### src/rtl/fft_pkg.sv
// Shared constants, bank-state encoding and index helper for the FFT output reorder slice.
package fft_pkg;

    localparam int unsigned FFT_N     = 16;
    localparam int unsigned FFT_LOG2N = 4;
    localparam int unsigned FFT_WIDTH = 16;

    typedef enum logic [1:0] {
        BankEmpty,
        BankFilling,
        BankFull,
        BankDraining
    } bank_state_e;

    // Reverse the low log2n bits of idx; upper result bits are zero.
    function automatic logic [31:0] bitrev(input logic [31:0] idx, input int unsigned log2n);
        logic [31:0] r;
        r = '0;
        for (int unsigned i = 0; i < 32; i++) begin
            if (i < log2n) begin
                r = {r[30:0], idx[i]};
            end
        end
        return r;
    endfunction

endpackage

### src/rtl/fft_reorder_bank.sv
// One ping-pong bank: flop array with a synchronous write port and a combinational read port.
module fft_reorder_bank
    import fft_pkg::*;
#(
    parameter int unsigned DW    = 2 * FFT_WIDTH,
    parameter int unsigned DEPTH = FFT_N,
    parameter int unsigned AW    = FFT_LOG2N
) (
    input  logic          clk,
    input  logic          we,
    input  logic [AW-1:0] waddr,
    input  logic [DW-1:0] wdata,
    input  logic [AW-1:0] raddr,
    output logic [DW-1:0] rdata
);

    logic [DW-1:0] mem [DEPTH];

    // Storage needs no reset: bank state gates every read of stale contents.
    always_ff @(posedge clk) begin
        if (we) begin
            mem[waddr] <= wdata;
        end
    end

    assign rdata = mem[raddr];

endmodule

### src/rtl/fft_output_reorder.sv
// Bit-reversed to natural-order reorder buffer with two ping-pong banks and valid/ready ports.
// Optional sticky overflow detection is built when FFT_REORDER_OVF_EN is defined.
module fft_output_reorder
    import fft_pkg::*;
#(
    parameter int unsigned WIDTH = FFT_WIDTH,
    parameter int unsigned N     = FFT_N,
    parameter int unsigned LOG2N = FFT_LOG2N
) (
    input  logic             clk,
    input  logic             rst,
    input  logic [WIDTH-1:0] In_Re,
    input  logic [WIDTH-1:0] In_Im,
    input  logic             In_Valid,
    output logic             In_Ready,
    output logic [WIDTH-1:0] Out_Re,
    output logic [WIDTH-1:0] Out_Im,
    output logic             Out_Valid,
    input  logic             Out_Ready,
    output logic [LOG2N-1:0] Out_Index,
    output logic             Out_Last,
    output logic             Ovf_Flag
);

    localparam logic [LOG2N-1:0] LAST_IDX = LOG2N'(N - 1);

    bank_state_e          st_q [2];
    bank_state_e          st_d [2];
    logic                 wr_bank_q, rd_bank_q, out_bank_q, init_q;
    logic [LOG2N-1:0]     wr_cnt_q, rd_cnt_q, waddr;
    logic [2*WIDTH-1:0]   rdata0, rdata1, rdata_sel;
    logic                 wr_free, rd_avail, in_fire, load, out_fire;

    // A draining bank whose last sample already sits in the output register may be refilled;
    // this keeps In_Ready high across frame boundaries with an always-ready consumer.
    assign wr_free  = (st_q[wr_bank_q] == BankEmpty) || (st_q[wr_bank_q] == BankFilling) ||
                      ((st_q[wr_bank_q] == BankDraining) && (rd_bank_q != wr_bank_q));
    assign In_Ready = init_q && wr_free;
    assign in_fire  = In_Valid && In_Ready;

    assign rd_avail = (st_q[rd_bank_q] == BankFull) || (st_q[rd_bank_q] == BankDraining);
    assign load     = (!Out_Valid || Out_Ready) && rd_avail;
    assign out_fire = Out_Valid && Out_Ready;

    assign waddr     = LOG2N'(bitrev(32'(wr_cnt_q), LOG2N));
    assign rdata_sel = rd_bank_q ? rdata1 : rdata0;

    fft_reorder_bank #(
        .DW    (2 * WIDTH),
        .DEPTH (N),
        .AW    (LOG2N)
    ) u_bank0 (
        .clk   (clk),
        .we    (in_fire && !wr_bank_q),
        .waddr (waddr),
        .wdata ({In_Re, In_Im}),
        .raddr (rd_cnt_q),
        .rdata (rdata0)
    );

    fft_reorder_bank #(
        .DW    (2 * WIDTH),
        .DEPTH (N),
        .AW    (LOG2N)
    ) u_bank1 (
        .clk   (clk),
        .we    (in_fire && wr_bank_q),
        .waddr (waddr),
        .wdata ({In_Re, In_Im}),
        .raddr (rd_cnt_q),
        .rdata (rdata1)
    );

    // Bank state next-value: release on last acceptance, drain on first load, write wins last.
    always_comb begin
        st_d[0] = st_q[0];
        st_d[1] = st_q[1];
        if (out_fire && Out_Last && (st_q[out_bank_q] == BankDraining)) begin
            st_d[out_bank_q] = BankEmpty;
        end
        if (load && (rd_cnt_q == '0)) begin
            st_d[rd_bank_q] = BankDraining;
        end
        if (in_fire) begin
            st_d[wr_bank_q] = (wr_cnt_q == LAST_IDX) ? BankFull : BankFilling;
        end
    end

    // Bank states, write/read pointers and counters.
    always_ff @(posedge clk or negedge rst) begin
        if (!rst) begin
            st_q[0]   <= BankEmpty;
            st_q[1]   <= BankEmpty;
            wr_bank_q <= 1'b0;
            rd_bank_q <= 1'b0;
            wr_cnt_q  <= '0;
            rd_cnt_q  <= '0;
            init_q    <= 1'b0;
        end else begin
            init_q  <= 1'b1;
            st_q[0] <= st_d[0];
            st_q[1] <= st_d[1];
            if (in_fire) begin
                wr_cnt_q <= (wr_cnt_q == LAST_IDX) ? '0 : wr_cnt_q + 1'b1;
                if (wr_cnt_q == LAST_IDX) begin
                    wr_bank_q <= ~wr_bank_q;
                end
            end
            if (load) begin
                rd_cnt_q <= (rd_cnt_q == LAST_IDX) ? '0 : rd_cnt_q + 1'b1;
                if (rd_cnt_q == LAST_IDX) begin
                    rd_bank_q <= ~rd_bank_q;
                end
            end
        end
    end

    // Registered output stage; held while the consumer stalls.
    always_ff @(posedge clk or negedge rst) begin
        if (!rst) begin
            Out_Re     <= '0;
            Out_Im     <= '0;
            Out_Valid  <= 1'b0;
            Out_Index  <= '0;
            Out_Last   <= 1'b0;
            out_bank_q <= 1'b0;
        end else if (load) begin
            Out_Re     <= rdata_sel[2*WIDTH-1:WIDTH];
            Out_Im     <= rdata_sel[WIDTH-1:0];
            Out_Valid  <= 1'b1;
            Out_Index  <= rd_cnt_q;
            Out_Last   <= (rd_cnt_q == LAST_IDX);
            out_bank_q <= rd_bank_q;
        end else if (out_fire) begin
            Out_Valid <= 1'b0;
        end
    end

`ifdef FFT_REORDER_OVF_EN
    // Sticky flag for samples offered while no bank can take them.
    always_ff @(posedge clk or negedge rst) begin
        if (!rst) begin
            Ovf_Flag <= 1'b0;
        end else if (In_Valid && !In_Ready) begin
            Ovf_Flag <= 1'b1;
        end
    end
`else
    assign Ovf_Flag = 1'b0;
`endif

endmodule

### config.mk
export PLATFORM = sky130hd
export DESIGN_NAME = fft_output_reorder
export DESIGN_NICKNAME = d
export VERILOG_FILES = /design/src/rtl/fft_pkg.sv /design/src/rtl/fft_reorder_bank.sv /design/src/rtl/fft_output_reorder.sv
export SDC_FILE = /design/constraint.sdc
export NUM_CORES = 1
export LEC_CHECK = 0
export BUFFER_PORTS_ARGS = -buffer_cell sky130_fd_sc_hd__buf_2
export CAP_MARGIN = 15
export CORE_AREA = 2 2 274 479
export DETAILED_ROUTE_END_ITERATION = 10
export DIE_AREA = 0 0 276 481
export PLACE_DENSITY_LB_ADDON = 0.25
export RECOVER_POWER = 50
export SYNTH_ARGS = -nofsm -noshare
export SYNTH_HDL_FRONTEND = slang
export SYNTH_HIERARCHICAL = 1
export SYNTH_SLANG_ARGS = --single-unit
### constraint.sdc
create_clock -name clk -period 5.1 [get_ports clk]
set_input_delay 0.765 -clock clk [delete_from_list [all_inputs] [get_ports clk]]
set_output_delay 0.765 -clock clk [all_outputs]
set_load 0.01 [all_outputs]
==> reports/metrics.yaml <==
run_status:
  status: "finished, violations left"
  violations: "design-rule violations, max-capacitance violations, max-slew violations"
timing:
  slew_viol_final: 1011
  worstMarginPinSlew_ns: 2.091
  clock_skew_ns: 0.04079
  setup_viol: 0
  slew_headroom_pct: -39.41
  grt_setup_unrepaired: "no"
  tns_ns: 0
  fin_crit_sh_pct: 70.57
  layout_setup_ws_ns: 1.501
  fmax_mhz: 277.9
  fin_crit_ns: 3.599
  final_hold_viol_count: 0
logic_synthesis:
  syn_area_um2: 40960
  netlist_instances: 1855
  synth_top_family_by_area: "multiplexers"
  synthArstFlopShare_pct: 5.009
  synth_area_leaders: "edfxtp_1, mux4_2, dfrtp_1, a22oi_1, mux2i_1"
  synth_seq_cells: 1078
  synth-adder-area-share_pct: 0.09165
  synth_edf_count: 1024
  ys_warn_count: 6
  syn_avg_cell_area_um2: 22.08
  muxShareOfSynthArea_pct: 15.03
  synth_flop_cell: "edfxtp_1"
  yosys.area.top_type: "edfxtp_1"
  synth_top_cell_area_share_pct: 75.08
  synth_compound_area_share_pct: 3.138
  ys_seq_area_share_pct: 78.38
  synth_xor_area_share_pct: 0.06416
  syn_nets: 1894
  synthDistinctLibCells: 41
  synth_simple_gate_area_share_pct: 1.940
global_routing:
  grt_pass1_vias: 20660
  antenna_found_initial: 4
  met3_usage_pct: 2.141
  grt_use_met1_pct: 17.98
  grt_use_total_pct: 16.85
  overflow: 0
  grt_pass1_wl_um: 158100
  busiest_layer: "met2"
  grt_use_met2_pct: 33.00
  grt_max_degree: 76
place:
  place_area_um2: 43900
  port_buffers: 74
  dp.cells: 3585
  place_ws_ns: 1.418
  gp_congestion: 0.7830
  post-dp-hpwl_um: 71770
critical_path:
  reg2reg_slack_ns: 1.50
  rr_startpoint: "rd_bank_q"
  crit_type: "reg -> reg"
  critPathCaptureType: "flip-flop"
  rr_worst_depth: 6
  crit_path_max_fanout: 41
  timing.rr.end: "u_bank0/mem[15][16]"
  cp-start-kind: "flip-flop"
  cp_data_required_time_ns: 5.47
  critPathArrivalTime_ns: 3.97
  crit_path_start: "rd_bank_q"
finish:
  final_layout_size_suffix_gt1_share_pct: 26.91
  fin_nets: 2041
  finalNonFillerCells: 3763
  final_area_um2: 47200
  syn_to_final_growth_pct: 15.25
floorplanning:
  core_area_um2: 129200
  die_w_um: 276
  die_y_um: 481
  die_area_um2: 132800
  num_rows: 175
  pin_count: 76
  start_util_pct: 31.70
power_and_ir_drop:
  vdd.ir_drop.worst_uv: 289.5
  p_total_uw: 24630
  p_leak_uw: 0.01461
  p_per_area_nw_per_um2: 521.9
clocking:
  post-cts-setup-buffer-count: 0
  cts_tree: "yes"
  clkSinkCount: 1078
  clk_pin_slew_ns: 0.07
  cts-hold-fix-buffers: 0
  clock_path_buffers: 3
  cts_max_level: 3
  root_buffer: "clkbuf_16"
  clock_latency_ns: 0.71
  cts_buffers: 92
  ctsResizeCount: 0
hold_path:
  hold_depth: 1
  whs_endpoint: "Out_Index[1]"
  min_from: "Out_Index[1]"
  hp-class: "reg -> reg"
route:
  wl_per_cell_um: 29.67
  vias: 19320
  dr.first_iter.drc_count: 1598
  ant_nets: 0
  drt_wl_total_um: 111700
  drcViolationCount: 7
  viasPerCell: 5.134
  dr.pass1.iters: 8
job:
  cap_violations: 32
==> cell type report <==
type | instances | area (µm²)
Fill cell | 11800 | 81980
Multi-Input combinational cell | 668 | 8566
Inverter | 10 | 37.54
Sequential cell | 1078 | 32110
Clock inverter | 56 | 768.2
Clock buffer | 117 | 2509
Tap cell | 1681 | 2103
Timing Repair Buffer | 152 | 1105
Antenna cell | 1 | 2.502
==> power breakdown <==
| part | total (µW) | internal, µW | switching (µW) | leakage [µW] |
|---|---|---|---|---|
| registers | 10600 | 10100 | 467 | 0.00985 |
| clock network | 7640 | 4380 | 3270 | 0.00158 |
| logic | 6410 | 2730 | 3670 | 0.00317 |
==> critical path, stage by stage, from the launching register on <==
cell and delay (ns):
dfrtp_4 1.00, a21bo_2 0.28, nand3b_1 0.19, inv_1 0.19
nand3_1 0.30, nor2_4 0.87, buf_4 0.37
==> cells in the mapped netlist (18+ instances only) <==
master and number:
a21oi_1 36, a22oi_1 128, buf_1 18, buf_2 20, buf_4 24, clkbuf_1 34
dfrtp_1 54, edfxtp_1 1024, mux2i_1 32, mux4_2 256, nand2_1 77, nor2_1 62
==> layout by cell type (no fill, tap or decap), types with 36 or more instances in the layout <==
cell / count
nand2_1: 77
clkbuf_16: 94
nor2_1: 36
a22oi_1: 128
mux4_2: 256
a21oi_1: 36
buf_4: 63
clkbuf_1: 65
edfxtp_1: 1024
dfrtp_1: 51
==> worst max path at each step <==
| stage | cells past startpoint | slack, ns | to |
|---|---|---|---|
| final | 6 | 1.50 | u_bank0/mem[15][16] |
| after global routing | 6 | 1.36 | u_bank0/mem[15][24] |
| after CTS | 5 | 1.39 | u_bank0/mem[1][24] |
| after detailed placement | 5 | 1.42 | u_bank0/mem[1][19] |
| after global placement | 5 | 1.48 | u_bank0/mem[2][17] |
| after floorplan | 5 | 0.73 | u_bank1/mem[0][0] |
==> flip-flops by register name (all words and copies together) (netlist names), 4 cells and up <==
register,flops
Out_Im,16
Out_Index,4
Out_Re,16
rd_cnt_q,4
st_q,4
u_bank0/mem,512
u_bank1/mem,512
wr_cnt_q,4
==> layer usage <==
metal | wire [µm] | vias up
met5 | 16 | -
met4 | 4779 | 2
met3 | 3731 | 165
met2 | 63400 | 472
met1 | 39730 | 10610
li1 | - | 8070
==> stage by stage <==
step | hold slack (ns) | util (%)
6_report | 0.5170 | 36.54
5_1_grt | 0.5371 | 36.54
4_1_cts | 0.004262 | 36.52
3_5_place_dp | 0.5028 | 33.98
3_3_place_gp | 0.5160 | 33.88
2_1_floorplan | 0.4694 | -
==> cell families (layout without fill, tap and decap cells) <==
logic type | count (synthesis) | in the layout
fa+ha+maj | 3 | 3
simple gates | 183 | 183
other cells | 2 | 3
flops | 1078 | 1078
xor+xnor | 3 | 3
compound gates | 184 | 184
buf+inv | 109 | 335
mux | 293 | 293
No activity file was read; power rests on OpenSTA's default activity.
